==> src/rtl/vga_rect_fill_pkg.sv <==
// Shared constants and types for the rectangle fill engine and its neighbours
// (VGA scan-out, CPU decode).
package vga_rect_fill_pkg;

  localparam int unsigned H_PIX         = 160;
  localparam int unsigned V_PIX         = 120;
  localparam int unsigned WORDS_PER_ROW = H_PIX / 4;
  localparam int unsigned ADDR_W        = 13;

  localparam logic [1:0] REG_XY    = 2'd0;
  localparam logic [1:0] REG_WH    = 2'd1;
  localparam logic [1:0] REG_COLOR = 2'd2;
  localparam logic [1:0] REG_CTRL  = 2'd3;

  typedef enum logic [1:0] {
    S_IDLE,
    S_CLIP,
    S_WRITE,
    S_DONE
  } fill_state_t;

  function automatic logic [31:0] splat_color(input logic [7:0] c);
    return {4{c}};
  endfunction

endpackage

==> src/rtl/vga_rect_fill_if.sv <==
// VRAM write channel: the fill engine drives it, the VRAM write port accepts it.
interface vga_rect_fill_if #(
    parameter int unsigned ADDR_W = 13
);
    logic              vram_we;
    logic [ADDR_W-1:0] vram_waddr;
    logic [31:0]       vram_wdata;
    logic [3:0]        vram_wmask;
    logic              vram_wready;

    modport master (
        output vram_we,
        output vram_waddr,
        output vram_wdata,
        output vram_wmask,
        input  vram_wready
    );

    modport slave (
        input  vram_we,
        input  vram_waddr,
        input  vram_wdata,
        input  vram_wmask,
        output vram_wready
    );
endinterface

==> src/rtl/vga_span_mask.sv <==
// Byte-enable mask for one 4-pixel VRAM word: bit i is set when pixel
// word_idx*4+i lies inside the inclusive span [x_first, x_last].
module vga_span_mask (
    input  logic [15:0] x_first,
    input  logic [15:0] x_last,
    input  logic [13:0] word_idx,
    output logic [3:0]  mask
);
    logic [15:0] px;

    always_comb begin
        mask = '0;
        px   = '0;
        for (int unsigned i = 0; i < 4; i++) begin
            px      = {word_idx, 2'(i)};
            mask[i] = (px >= x_first) && (px <= x_last);
        end
    end
endmodule

==> src/rtl/vga_rect_fill.sv <==
// CPU-programmed rectangle fill engine: clips the programmed rectangle to the
// screen and streams masked 4-pixel words into VRAM, one per accepted cycle.
module vga_rect_fill #(
    parameter int unsigned H_PIX  = vga_rect_fill_pkg::H_PIX,
    parameter int unsigned V_PIX  = vga_rect_fill_pkg::V_PIX,
    parameter int unsigned ADDR_W = vga_rect_fill_pkg::ADDR_W
) (
    input  logic                    clk,
    input  logic                    reset,
    input  logic                    cfg_we,
    input  logic [1:0]              cfg_addr,
    input  logic [31:0]             cfg_wdata,
    output logic [31:0]             cfg_rdata,
    vga_rect_fill_if.master         vram,
    output logic                    done_pulse
);
    import vga_rect_fill_pkg::*;

    localparam int unsigned WPR = H_PIX / 4;

    logic [15:0] x0_r, y0_r, w_r, h_r;
    logic [7:0]  color_r;

    logic [15:0] sx0, sy0, sw, sh;
    logic [7:0]  scolor;

    fill_state_t state;
    logic        busy, done;

    logic [15:0]       fx, lx, row, lrow;
    logic [13:0]       fcol, lcol, col;
    logic [ADDR_W-1:0] row_base;

    logic              start_req;
    logic [16:0]       xe_sum, ye_sum, clip_xe, clip_ye;
    logic [15:0]       clip_lx, clip_ly;
    logic              clip_empty;
    logic [ADDR_W-1:0] clip_row_base, clip_addr;
    logic              row_end, last_word;
    logic [13:0]       next_col;
    logic [ADDR_W-1:0] next_row_base, next_addr;
    logic [15:0]       mx_first, mx_last;
    logic [13:0]       mword;
    logic [3:0]        span_mask;

    always_comb begin
        cfg_rdata = '0;
        case (cfg_addr)
            REG_XY:    cfg_rdata = {y0_r, x0_r};
            REG_WH:    cfg_rdata = {h_r, w_r};
            REG_COLOR: cfg_rdata = {24'd0, color_r};
            REG_CTRL:  cfg_rdata = {30'd0, done, busy};
            default:   cfg_rdata = '0;
        endcase
    end

    assign start_req = cfg_we && (cfg_addr == REG_CTRL) && cfg_wdata[0];

    // Clip arithmetic is 17 bits wide so X0+W / Y0+H never wrap back on-screen.
    always_comb begin
        xe_sum        = {1'b0, sx0} + {1'b0, sw};
        ye_sum        = {1'b0, sy0} + {1'b0, sh};
        clip_xe       = (xe_sum > 17'(H_PIX)) ? 17'(H_PIX) : xe_sum;
        clip_ye       = (ye_sum > 17'(V_PIX)) ? 17'(V_PIX) : ye_sum;
        clip_lx       = 16'(clip_xe - 17'd1);
        clip_ly       = 16'(clip_ye - 17'd1);
        clip_empty    = (sw == '0) || (sh == '0) ||
                        (sx0 >= 16'(H_PIX)) || (sy0 >= 16'(V_PIX));
        clip_row_base = ADDR_W'(sy0) * ADDR_W'(WPR);
        clip_addr     = clip_row_base + ADDR_W'(sx0[15:2]);
    end

    always_comb begin
        row_end       = (col == lcol);
        last_word     = row_end && (row == lrow);
        next_col      = row_end ? fcol : col + 14'd1;
        next_row_base = row_end ? row_base + ADDR_W'(WPR) : row_base;
        next_addr     = next_row_base + ADDR_W'(next_col);
    end

    // The one mask generator serves both the first word (from CLIP) and every following word.
    always_comb begin
        if (state == S_CLIP) begin
            mx_first = sx0;
            mx_last  = clip_lx;
            mword    = sx0[15:2];
        end else begin
            mx_first = fx;
            mx_last  = lx;
            mword    = next_col;
        end
    end

    vga_span_mask u_span_mask (
        .x_first  (mx_first),
        .x_last   (mx_last),
        .word_idx (mword),
        .mask     (span_mask)
    );

    always_ff @(posedge clk or posedge reset) begin
        if (reset) begin
            x0_r            <= '0;
            y0_r            <= '0;
            w_r             <= '0;
            h_r             <= '0;
            color_r         <= '0;
            sx0             <= '0;
            sy0             <= '0;
            sw              <= '0;
            sh              <= '0;
            scolor          <= '0;
            state           <= S_IDLE;
            busy            <= 1'b0;
            done            <= 1'b0;
            done_pulse      <= 1'b0;
            fx              <= '0;
            lx              <= '0;
            row             <= '0;
            lrow            <= '0;
            fcol            <= '0;
            lcol            <= '0;
            col             <= '0;
            row_base        <= '0;
            vram.vram_we    <= 1'b0;
            vram.vram_waddr <= '0;
            vram.vram_wdata <= '0;
            vram.vram_wmask <= '0;
        end else begin
            done_pulse <= 1'b0;

            if (cfg_we) begin
                case (cfg_addr)
                    REG_XY:    {y0_r, x0_r} <= cfg_wdata;
                    REG_WH:    {h_r, w_r}   <= cfg_wdata;
                    REG_COLOR: color_r      <= cfg_wdata[7:0];
                    REG_CTRL:  if (cfg_wdata[1]) done <= 1'b0;
                    default:   ;
                endcase
            end

            case (state)
                S_IDLE: begin
                    if (start_req) begin
                        sx0    <= x0_r;
                        sy0    <= y0_r;
                        sw     <= w_r;
                        sh     <= h_r;
                        scolor <= color_r;
                        busy   <= 1'b1;
                        done   <= 1'b0;
                        state  <= S_CLIP;
                    end
                end
                S_CLIP: begin
                    if (clip_empty) begin
                        busy       <= 1'b0;
                        done       <= 1'b1;
                        done_pulse <= 1'b1;
                        state      <= S_DONE;
                    end else begin
                        fx              <= sx0;
                        lx              <= clip_lx;
                        fcol            <= sx0[15:2];
                        lcol            <= clip_lx[15:2];
                        col             <= sx0[15:2];
                        row             <= sy0;
                        lrow            <= clip_ly;
                        row_base        <= clip_row_base;
                        vram.vram_we    <= 1'b1;
                        vram.vram_waddr <= clip_addr;
                        vram.vram_wdata <= splat_color(scolor);
                        vram.vram_wmask <= span_mask;
                        state           <= S_WRITE;
                    end
                end
                S_WRITE: begin
                    if (vram.vram_we && vram.vram_wready) begin
                        if (last_word) begin
                            vram.vram_we <= 1'b0;
                            busy         <= 1'b0;
                            done         <= 1'b1;
                            done_pulse   <= 1'b1;
                            state        <= S_DONE;
                        end else begin
                            col             <= next_col;
                            row_base        <= next_row_base;
                            if (row_end) row <= row + 16'd1;
                            vram.vram_waddr <= next_addr;
                            vram.vram_wmask <= span_mask;
                        end
                    end
                end
                S_DONE: state <= S_IDLE;
                default: state <= S_IDLE;
            endcase
        end
    end
endmodule
==> src/flat_wrapper.sv <==
// flat-port wrapper written by rule: the top's interface ports become plain ports
module vga_rect_fill_flat import vga_rect_fill_pkg::*;
#(
    parameter int unsigned H_PIX  = vga_rect_fill_pkg::H_PIX,
    parameter int unsigned V_PIX  = vga_rect_fill_pkg::V_PIX,
    parameter int unsigned ADDR_W = vga_rect_fill_pkg::ADDR_W
)
  (clk, reset, cfg_we, cfg_addr, cfg_wdata, cfg_rdata, done_pulse, vram_vram_we, vram_vram_waddr, vram_vram_wdata, vram_vram_wmask, vram_vram_wready);
  vga_rect_fill_if #(.ADDR_W(ADDR_W)) vram_i ();
  input  logic clk;
  input  logic reset;
  input  logic cfg_we;
  input  logic [1:0] cfg_addr;
  input  logic [31:0] cfg_wdata;
  output logic [31:0] cfg_rdata;
  output logic done_pulse;
  output wire logic [$bits(vram_i.vram_we)-1:0] vram_vram_we;
  output wire logic [$bits(vram_i.vram_waddr)-1:0] vram_vram_waddr;
  output wire logic [$bits(vram_i.vram_wdata)-1:0] vram_vram_wdata;
  output wire logic [$bits(vram_i.vram_wmask)-1:0] vram_vram_wmask;
  input wire logic [$bits(vram_i.vram_wready)-1:0] vram_vram_wready;
  assign vram_vram_we = vram_i.vram_we;
  assign vram_vram_waddr = vram_i.vram_waddr;
  assign vram_vram_wdata = vram_i.vram_wdata;
  assign vram_vram_wmask = vram_i.vram_wmask;
  assign vram_i.vram_wready = vram_vram_wready;
  vga_rect_fill #(.H_PIX(H_PIX), .V_PIX(V_PIX), .ADDR_W(ADDR_W)) u_core (.clk(clk), .reset(reset), .cfg_we(cfg_we), .cfg_addr(cfg_addr), .cfg_wdata(cfg_wdata), .cfg_rdata(cfg_rdata), .vram(vram_i), .done_pulse(done_pulse));
endmodule
==> config.mk <==
export PLATFORM = sky130hd
export DESIGN_NAME = vga_rect_fill_flat
export DESIGN_NICKNAME = d
export VERILOG_FILES = /design/src/rtl/vga_rect_fill_pkg.sv /design/src/rtl/vga_rect_fill_if.sv /design/src/rtl/vga_span_mask.sv /design/src/rtl/vga_rect_fill.sv /design/src/flat_wrapper.sv
export SDC_FILE = /design/constraint.sdc
export NUM_CORES = 1
export LEC_CHECK = 0
export CAP_MARGIN = 20
export CORE_ASPECT_RATIO = 0.75
export CORE_UTILIZATION = 35
export CTS_BUF_LIST = sky130_fd_sc_hd__clkbuf_4 sky130_fd_sc_hd__clkbuf_8 sky130_fd_sc_hd__clkbuf_16
export CTS_CLUSTER_DIAMETER = 150
export DETAILED_ROUTE_END_ITERATION = 6
export PLACE_DENSITY = 0.56
export SYNTH_ARGS = -nofsm -noshare
export SYNTH_HDL_FRONTEND = slang
export SYNTH_HIERARCHICAL = 1
export SYNTH_SLANG_ARGS = --single-unit
==> constraint.sdc <==
create_clock -name clk -period 16.2 [get_ports clk]
set_input_delay 3.24 -clock clk [delete_from_list [all_inputs] [get_ports clk]]
set_output_delay 3.24 -clock clk [all_outputs]
set_load 0.1 [all_outputs]
== Word level (Yosys, flattened, before mapping) ==
Index checks and enable logic that the tools add are counted.

* Input bits: 38
* Output and inout port bits: 83
* Register bits after elaboration: 318
* Word-level logic and storage cells: 144

* Add/sub/neg operators: 9
* Reductions and logical operators: 27
* Multiplexer cells: 53
* $lt $le $gt $ge: 12
* Eq/ne operators: 15
* Bitwise gates (word level): 1
* $mul: 1

{| class="wikitable"
|+ Operators by type and width
! cell !! number
|-
| two-way mux 16 bit || 8
|-
| case mux 32 bit (4 select lines) || 1
|-
| two-way mux 13 bit || 7
|-
| two-way mux 14 bit || 5
|-
| greater-or-equal comparator 16 bit || 4
|-
| less-or-equal comparator 16 bit || 4
|-
| case mux 13 bit (2 select lines) || 2
|-
| adder 16 x 16 -> 17 bit || 2
|-
| logical NOT 16 bit || 2
|-
| case mux 16 bit (2 select lines) || 1
|-
| subtractor 16 x 1 -> 16 bit, second input constant || 2
|-
| case mux 14 bit (2 select lines) || 1
|-
| adder 13 bit || 2
|-
| > comparator 17 x 7 -> 1 bit, second input constant || 1
|-
| > comparator 17 x 8 -> 1 bit, second input constant || 1
|-
| adder 16 x 1 -> 16 bit, second input constant || 1
|-
| equality test 16 bit || 1
|-
| greater-or-equal comparator 16 x 7 -> 1 bit, second input constant || 1
|-
| greater-or-equal comparator 16 x 8 -> 1 bit, second input constant || 1
|-
| two-way mux 1 bit || 16
|-
| adder 14 x 1 -> 14 bit, second input constant || 1
|-
| equality test 14 bit || 1
|-
| adder 13 x 6 -> 13 bit, second input constant || 1
|-
| multiplier 13 x 3 -> 10 bit, second input constant || 1
|-
| 20 further kinds || 51
|}

== Depth between registers and ports, before layout ==
* Depth in word-level cells: 10
* Depth in mapped cells: 24
* Depth with buffers taken out: 24

== Modules after synthesis ==
Netlist, hierarchy kept.

{| class="wikitable"
|+ Modules (own cells, without submodules)
! module !! seq. area each (µm²) !! area an instance (µm²) !! cells each !! times used
|-
| vga_rect_fill || 6556.3 || 15836.4 || 1626 || 1
|-
| vga_span_mask || 0.0 || 980.9 || 136 || 1
|}

== Worst setup path after synthesis ==
Ideal clock, no wire load.

* Path type: input to output
* Start: input port cfg_addr[1]
* End: output port cfg_rdata[4]
* Buffers on the path: 2
* Slack: 6.772 ns
* Data required time: 12.960 ns
* Cell stages on the path: 4
* Data arrival time: 6.188 ns
* Cells stage by stage: clkbuf_1 buf_1 mux2i_1 o21ai_0

* Cells in the longest elaborated chain, start to end: 2
* Elaborated cells on any way between the ends: 5
* Classes of those cells: eq/ne: 3; mux: 1; reduce/logical: 1

{| class="wikitable"
|+ Ends and longest elaborated chain
! item !! line !! RTL
|-
| start: declaration || flat_wrapper.sv:13 || <nowiki>input logic [1:0] cfg_addr;</nowiki>
|-
| equality test 2 bit, or another cell as far along || vga_rect_fill.sv:48 || <nowiki>case (cfg_addr)</nowiki>
|-
| case mux 32 bit (4 select lines) * || vga_rect_fill.sv:48 ||
|-
| end: declaration || flat_wrapper.sv:15 || <nowiki>output logic [31:0] cfg_rdata;</nowiki>
|}

Mark *: on every way between the ends. The rest lies on a longest branch, timed or not.

== Final worst setup path ==
* Start: input port cfg_addr[0]
* End: output port cfg_rdata[7]

Same word-level chain as after synthesis.

==> parameters.txt <==
Parameter                              Value

Setup path
  Arr. time, crit path ... 5.84 ns
  Type of destination of the critical path ... output pin
  Launching instance or port of the critical path ... cfg_addr[0]
  Worst reg-to-reg setup slack ... 10.01 ns
  Path type of the worst setup path ... in2out
  Worst path required time ... 12.96 ns
  Delay of the slowest critical-path stage ... 1.17 ns
  Critical register-to-register path startpoint ... u_core/sx0[0]$_DFFE_PP0P_
  End of the worst register-to-register path ... u_core/vram.vram_wmask[2]$_DFFE_PP0P_
  Largest fanout on the critical path ... 37
  Critical path launch point type ... input port
  Depth of the worst register-to-register path ... 23
  Slowest cell on the critical path ... sky130_fd_sc_hd__clkdlybuf4s50_1
  Cell-by-cell listing of the critical path ... buf_2 > buf_4 > nor2b_1 > nand2_1 > o21ai_0 > clkdlybuf4s50_1

Synth
  Fraction of synthesized area in multiplexers ... 13.5%
  Post-synthesis instance area ... 0.0168 mm^2
  Largest family of logic cells by synthesized area ... compound AO/OA/AOI/OAI gates
  Post-synthesis compound-gate area fraction ... 14.9%
  Total nets after synthesis ... 1,907
  Flop and latch count out of synthesis ... 262
  Adder-cell share of the synthesized area ... 8.14%
  Proportion of synthesized flip-flops having asynchronous set or reset ... 100%
  Post-Synth Simple-Gate Area ... 14.5%
  Number of distinct library cells after synthesis ... 86
  Post-Syn Area per Cell ... 9.54 um^2
  Synthesis warning total ... 6
  Number of cells produced by synthesis ... 1,762
  Leading register cell type out of synthesis ... sky130_fd_sc_hd__dfrtp_1
  Number of synthesized flops with an enable pin ... 0
  Post-Synth XOR/XNOR Area ... 5.01%
  Proportion of synthesized chip area in sequential cells ... 39.0%

Timing
  Fmax achieved ... 110 MHz
  Setup TNS ... 0 ns
  Setup violators final ... 0
  Transition time at the pin with the least slew margin ... 1.01 ns
  Maximum clock skew at final layout ... 0.0304 ns
  Hold Fails Final Rpt ... 0
  Hold Worst Slack ... 0.466 ns
  Slew Viols, Final ... 0
  Portion of the clock cycle consumed by the worst path in the final layout ... 56.1%
  Clock period minus final worst setup slack ... 9.08 ns
  RSZ-0062 raised after global routing ... no
  Relative slew slack ... 32.9%

Floorplanning
  Number of top-level design ports ... 121
  Die boundary height ... 192 um
  Die extent in x ... 255 um
  Cell row count ... 69
  Initial Utilization ... 35.5%
  Area of the die ... 0.0489 mm^2
  Core area ... 0.0474 mm^2

Hold path
  Cells on Worst Hold Path ... 2
  WHS Endpoint ... u_core/vram.vram_wdata[26]$_DFFE_PP0P_
  Origin of the worst min-delay path ... u_core/scolor[2]$_DFFE_PP0P_
  Path type of the worst min-delay path ... reg2reg

Place
  Cell area after placement ... 0.0184 mm^2
  Global placer's final weighted congestion ... 0.842
  Placed cell count ... 2,430
  Port buffer count ... 120
  DP Wirelength ... 34.0 mm

Layout
  Register cell area after layout ... 0.00656 mm^2
  Fill cell total of the finished layout ... 4,616
  Top library cells by usage in the layout, fill and taps aside ... sky130_fd_sc_hd__dfrtp_1 (262), sky130_fd_sc_hd__nand2_1 (211), sky130_fd_sc_hd__mux2_2 (153)
  Most common library cell in the layout ignoring fill and taps ... sky130_fd_sc_hd__dfrtp_1
  Cell Count, Final, Fillers Out ... 2,484
  Post-route cell area ... 0.0195 mm^2
  Footprint of the multi-input gates ... 0.00946 mm^2
  Count of antenna diodes in the layout ... 0
  Fraction of final layout cells with drive strength greater than 1 ... 13.8%
  Number of nets in the layout ... 1,968
  Synth-to-Final Area Change ... 16.0%

CTS
  Maximum clock path buffer count ... 3
  CTS clk-pin slew, worst paths ... 0.06 ns
  Clock latency reported for the late side of the worst-skew pair ... 0.59 ns
  TritonCTS clock tree ... yes
  Maximum level of the CTS H-tree ... 1
  Total setup buffers inserted after CTS ... 0
  Post-cts repair resize count ... 0
  Library cell used as clock root buffer ... sky130_fd_sc_hd__clkbuf_16
  TritonCTS Buffers ... 29
  Post-CTS Hold Fix Bufs ... 0
  Sink count of the clock tree ... 262

Detailed routing
  Final routed wirelength across all metal layers ... 46.9 mm
  Number of DRC markers in iteration 0 ... 950
  Number of vias in the routed layout ... 13,400
  Detailed-router iteration count before antenna repair ... 7
  Vias per Instance ... 5.39
  Number of design rule violations left after detail routing ... 0
  Count of antenna-violating nets left after detailed routing ... 0
  Average wire per cell in the routed design ... 18.9 um

Power
  Cell Pwr Density ... 234 mW/mm^2
  Proportion of power drawn by combinational gates ... 58.3%
  Max IR drop VDD ... 135 uV
  Reported leakage power ... 0.00870 uW
  Clock Power Share ... 15.7%
  Total power consumption of the routed design ... 4570 uW
  Switching power total ... 2270 uW
  Total internal power ... 2300 uW
  Part of the power in registers ... 25.9%
  Share of total power consumed by net switching ... 49.7%

Global routing
  Overflow left after global routing ... 0
  First-pass GRT wire length ... 74.6 mm
  Number of antenna violations at the first check in global routing ... 1
  Global routing usage summed across all routing layers ... 19.5%
  Via count of the first global-routing pass ... 12,900
  Largest net degree at the start of global routing ... 127

Run status
  Result of the run ... complete, no violations

Run
  MaxCap Viol Count ... 0
-- Yosys cell counts (5+ instances only) --
cell                        count  area [um^2]
sky130_fd_sc_hd__mux2_2       153         1720
sky130_fd_sc_hd__nor2b_1       10         62.6
sky130_fd_sc_hd__a31oi_1       18          113
sky130_fd_sc_hd__and3_1         9         56.3
sky130_fd_sc_hd__ha_1         103         1290
sky130_fd_sc_hd__mux2i_1       51          510
sky130_fd_sc_hd__o21ai_0      126          631
sky130_fd_sc_hd__nor2_1       111          417
sky130_fd_sc_hd__nand3_1       35          175
sky130_fd_sc_hd__nand2_1      212          796
sky130_fd_sc_hd__xnor2_1       32          280
sky130_fd_sc_hd__a21o_1        23          173
sky130_fd_sc_hd__nor3_1        15         75.1
sky130_fd_sc_hd__a32o_1         9         90.1
sky130_fd_sc_hd__and2_1         7         43.8
sky130_fd_sc_hd__clkbuf_1      61          229
sky130_fd_sc_hd__nand2b_1      16          100
sky130_fd_sc_hd__o22ai_1       12         75.1
sky130_fd_sc_hd__o2bb2ai_1      8         70.1
sky130_fd_sc_hd__inv_1         86          323
sky130_fd_sc_hd__buf_4         26          195
sky130_fd_sc_hd__o21bai_1       6         45.0
sky130_fd_sc_hd__o211ai_1       8         60.1
sky130_fd_sc_hd__dfrtp_1      262         6560
sky130_fd_sc_hd__o21a_1         6         45.0
sky130_fd_sc_hd__o31ai_1       12         90.1
sky130_fd_sc_hd__nand3b_1       5         37.5
sky130_fd_sc_hd__buf_1         12         45.0
sky130_fd_sc_hd__nand4_1       21          131
sky130_fd_sc_hd__a211oi_1       7         52.6
sky130_fd_sc_hd__nor4_1        22          138
sky130_fd_sc_hd__a21oi_1      103          515
sky130_fd_sc_hd__buf_2          6         30.0
sky130_fd_sc_hd__or3_1          6         37.5
sky130_fd_sc_hd__xor2_1        59          517
-- kinds of logic after synthesis --
logic type	after synthesis
multiplexers	206
flip-flops	262
buffers and inverters	191
other	1
XOR/XNOR	93
adder cells (fa/ha/maj)	107
AO/OA/AOI/OAI	397
AND/OR/NAND/NOR	505
-- area by class of cell --
cell class / count / share of cell area [%]
repair buffers: 135 / 6.79
flip-flops and latches: 262 / 33.6
inverters: 86 / 1.69
clock inverters: 8 / 0.686
multi-input cells: 1309 / 48.5
clock buffers: 45 / 4.62
well taps: 639 / 4.10
-- per-layer routing --
layer	share of wire, %	global-route usage (%)	vias up
met3	6.1	3.77	57
met2	40	27.3	364
met1	52	30.2	6537
li1	-	-	6419
met4	2.0	4.47	2
met5	0.028	0	-
-- state kept, by name (all words and copies together) (netlist names), 16 cells and up --
register     count
u_core/fx       16
u_core/h_r      16
u_core/lrow     16
u_core/lx       16
u_core/row      16
u_core/sh       16
u_core/sw       16
u_core/sx0      16
u_core/sy0      16
u_core/w_r      16
u_core/x0_r     16
u_core/y0_r     16
-- per-stage QoR --
stage / setup slack (ns) / utilization (%)
after floorplan: 5.75 / -
after global placement: 7.18 / 38.9
after detailed placement: 7.11 / 38.9
after CTS: 7.10 / 41.1
after global routing: 7.01 / 41.2
final: 7.12 / 41.2
-- how the worst max path moves through the flow --
stage / end / depth (start not counted)
finish: cfg_rdata[7] / 6
global route: cfg_rdata[5] / 6
CTS: cfg_rdata[7] / 6
detailed placement: cfg_rdata[7] / 6
global placement: cfg_rdata[7] / 6
floorplan: u_core/busy$_DFFE_PP0P_ / 1
-- power groups by stage --
stage	combinational, uW	sequential (uW)	clock (uW)
2_1_floorplan	1950	1200	0
3_3_place_gp	2590	1190	0
3_5_place_dp	2640	1190	0
4_1_cts	2650	1180	735
5_1_grt	2940	1220	757
6_report	2670	1180	718
-- critical path, delay by kind of cell --
kind,cells,cell delay [ns]
buffers and inverters,3,1.73
AOI/OAI and AO/OA,1,0.12
and+or+nand+nor,2,0.74
No activity file was read; power rests on OpenSTA's default activity.
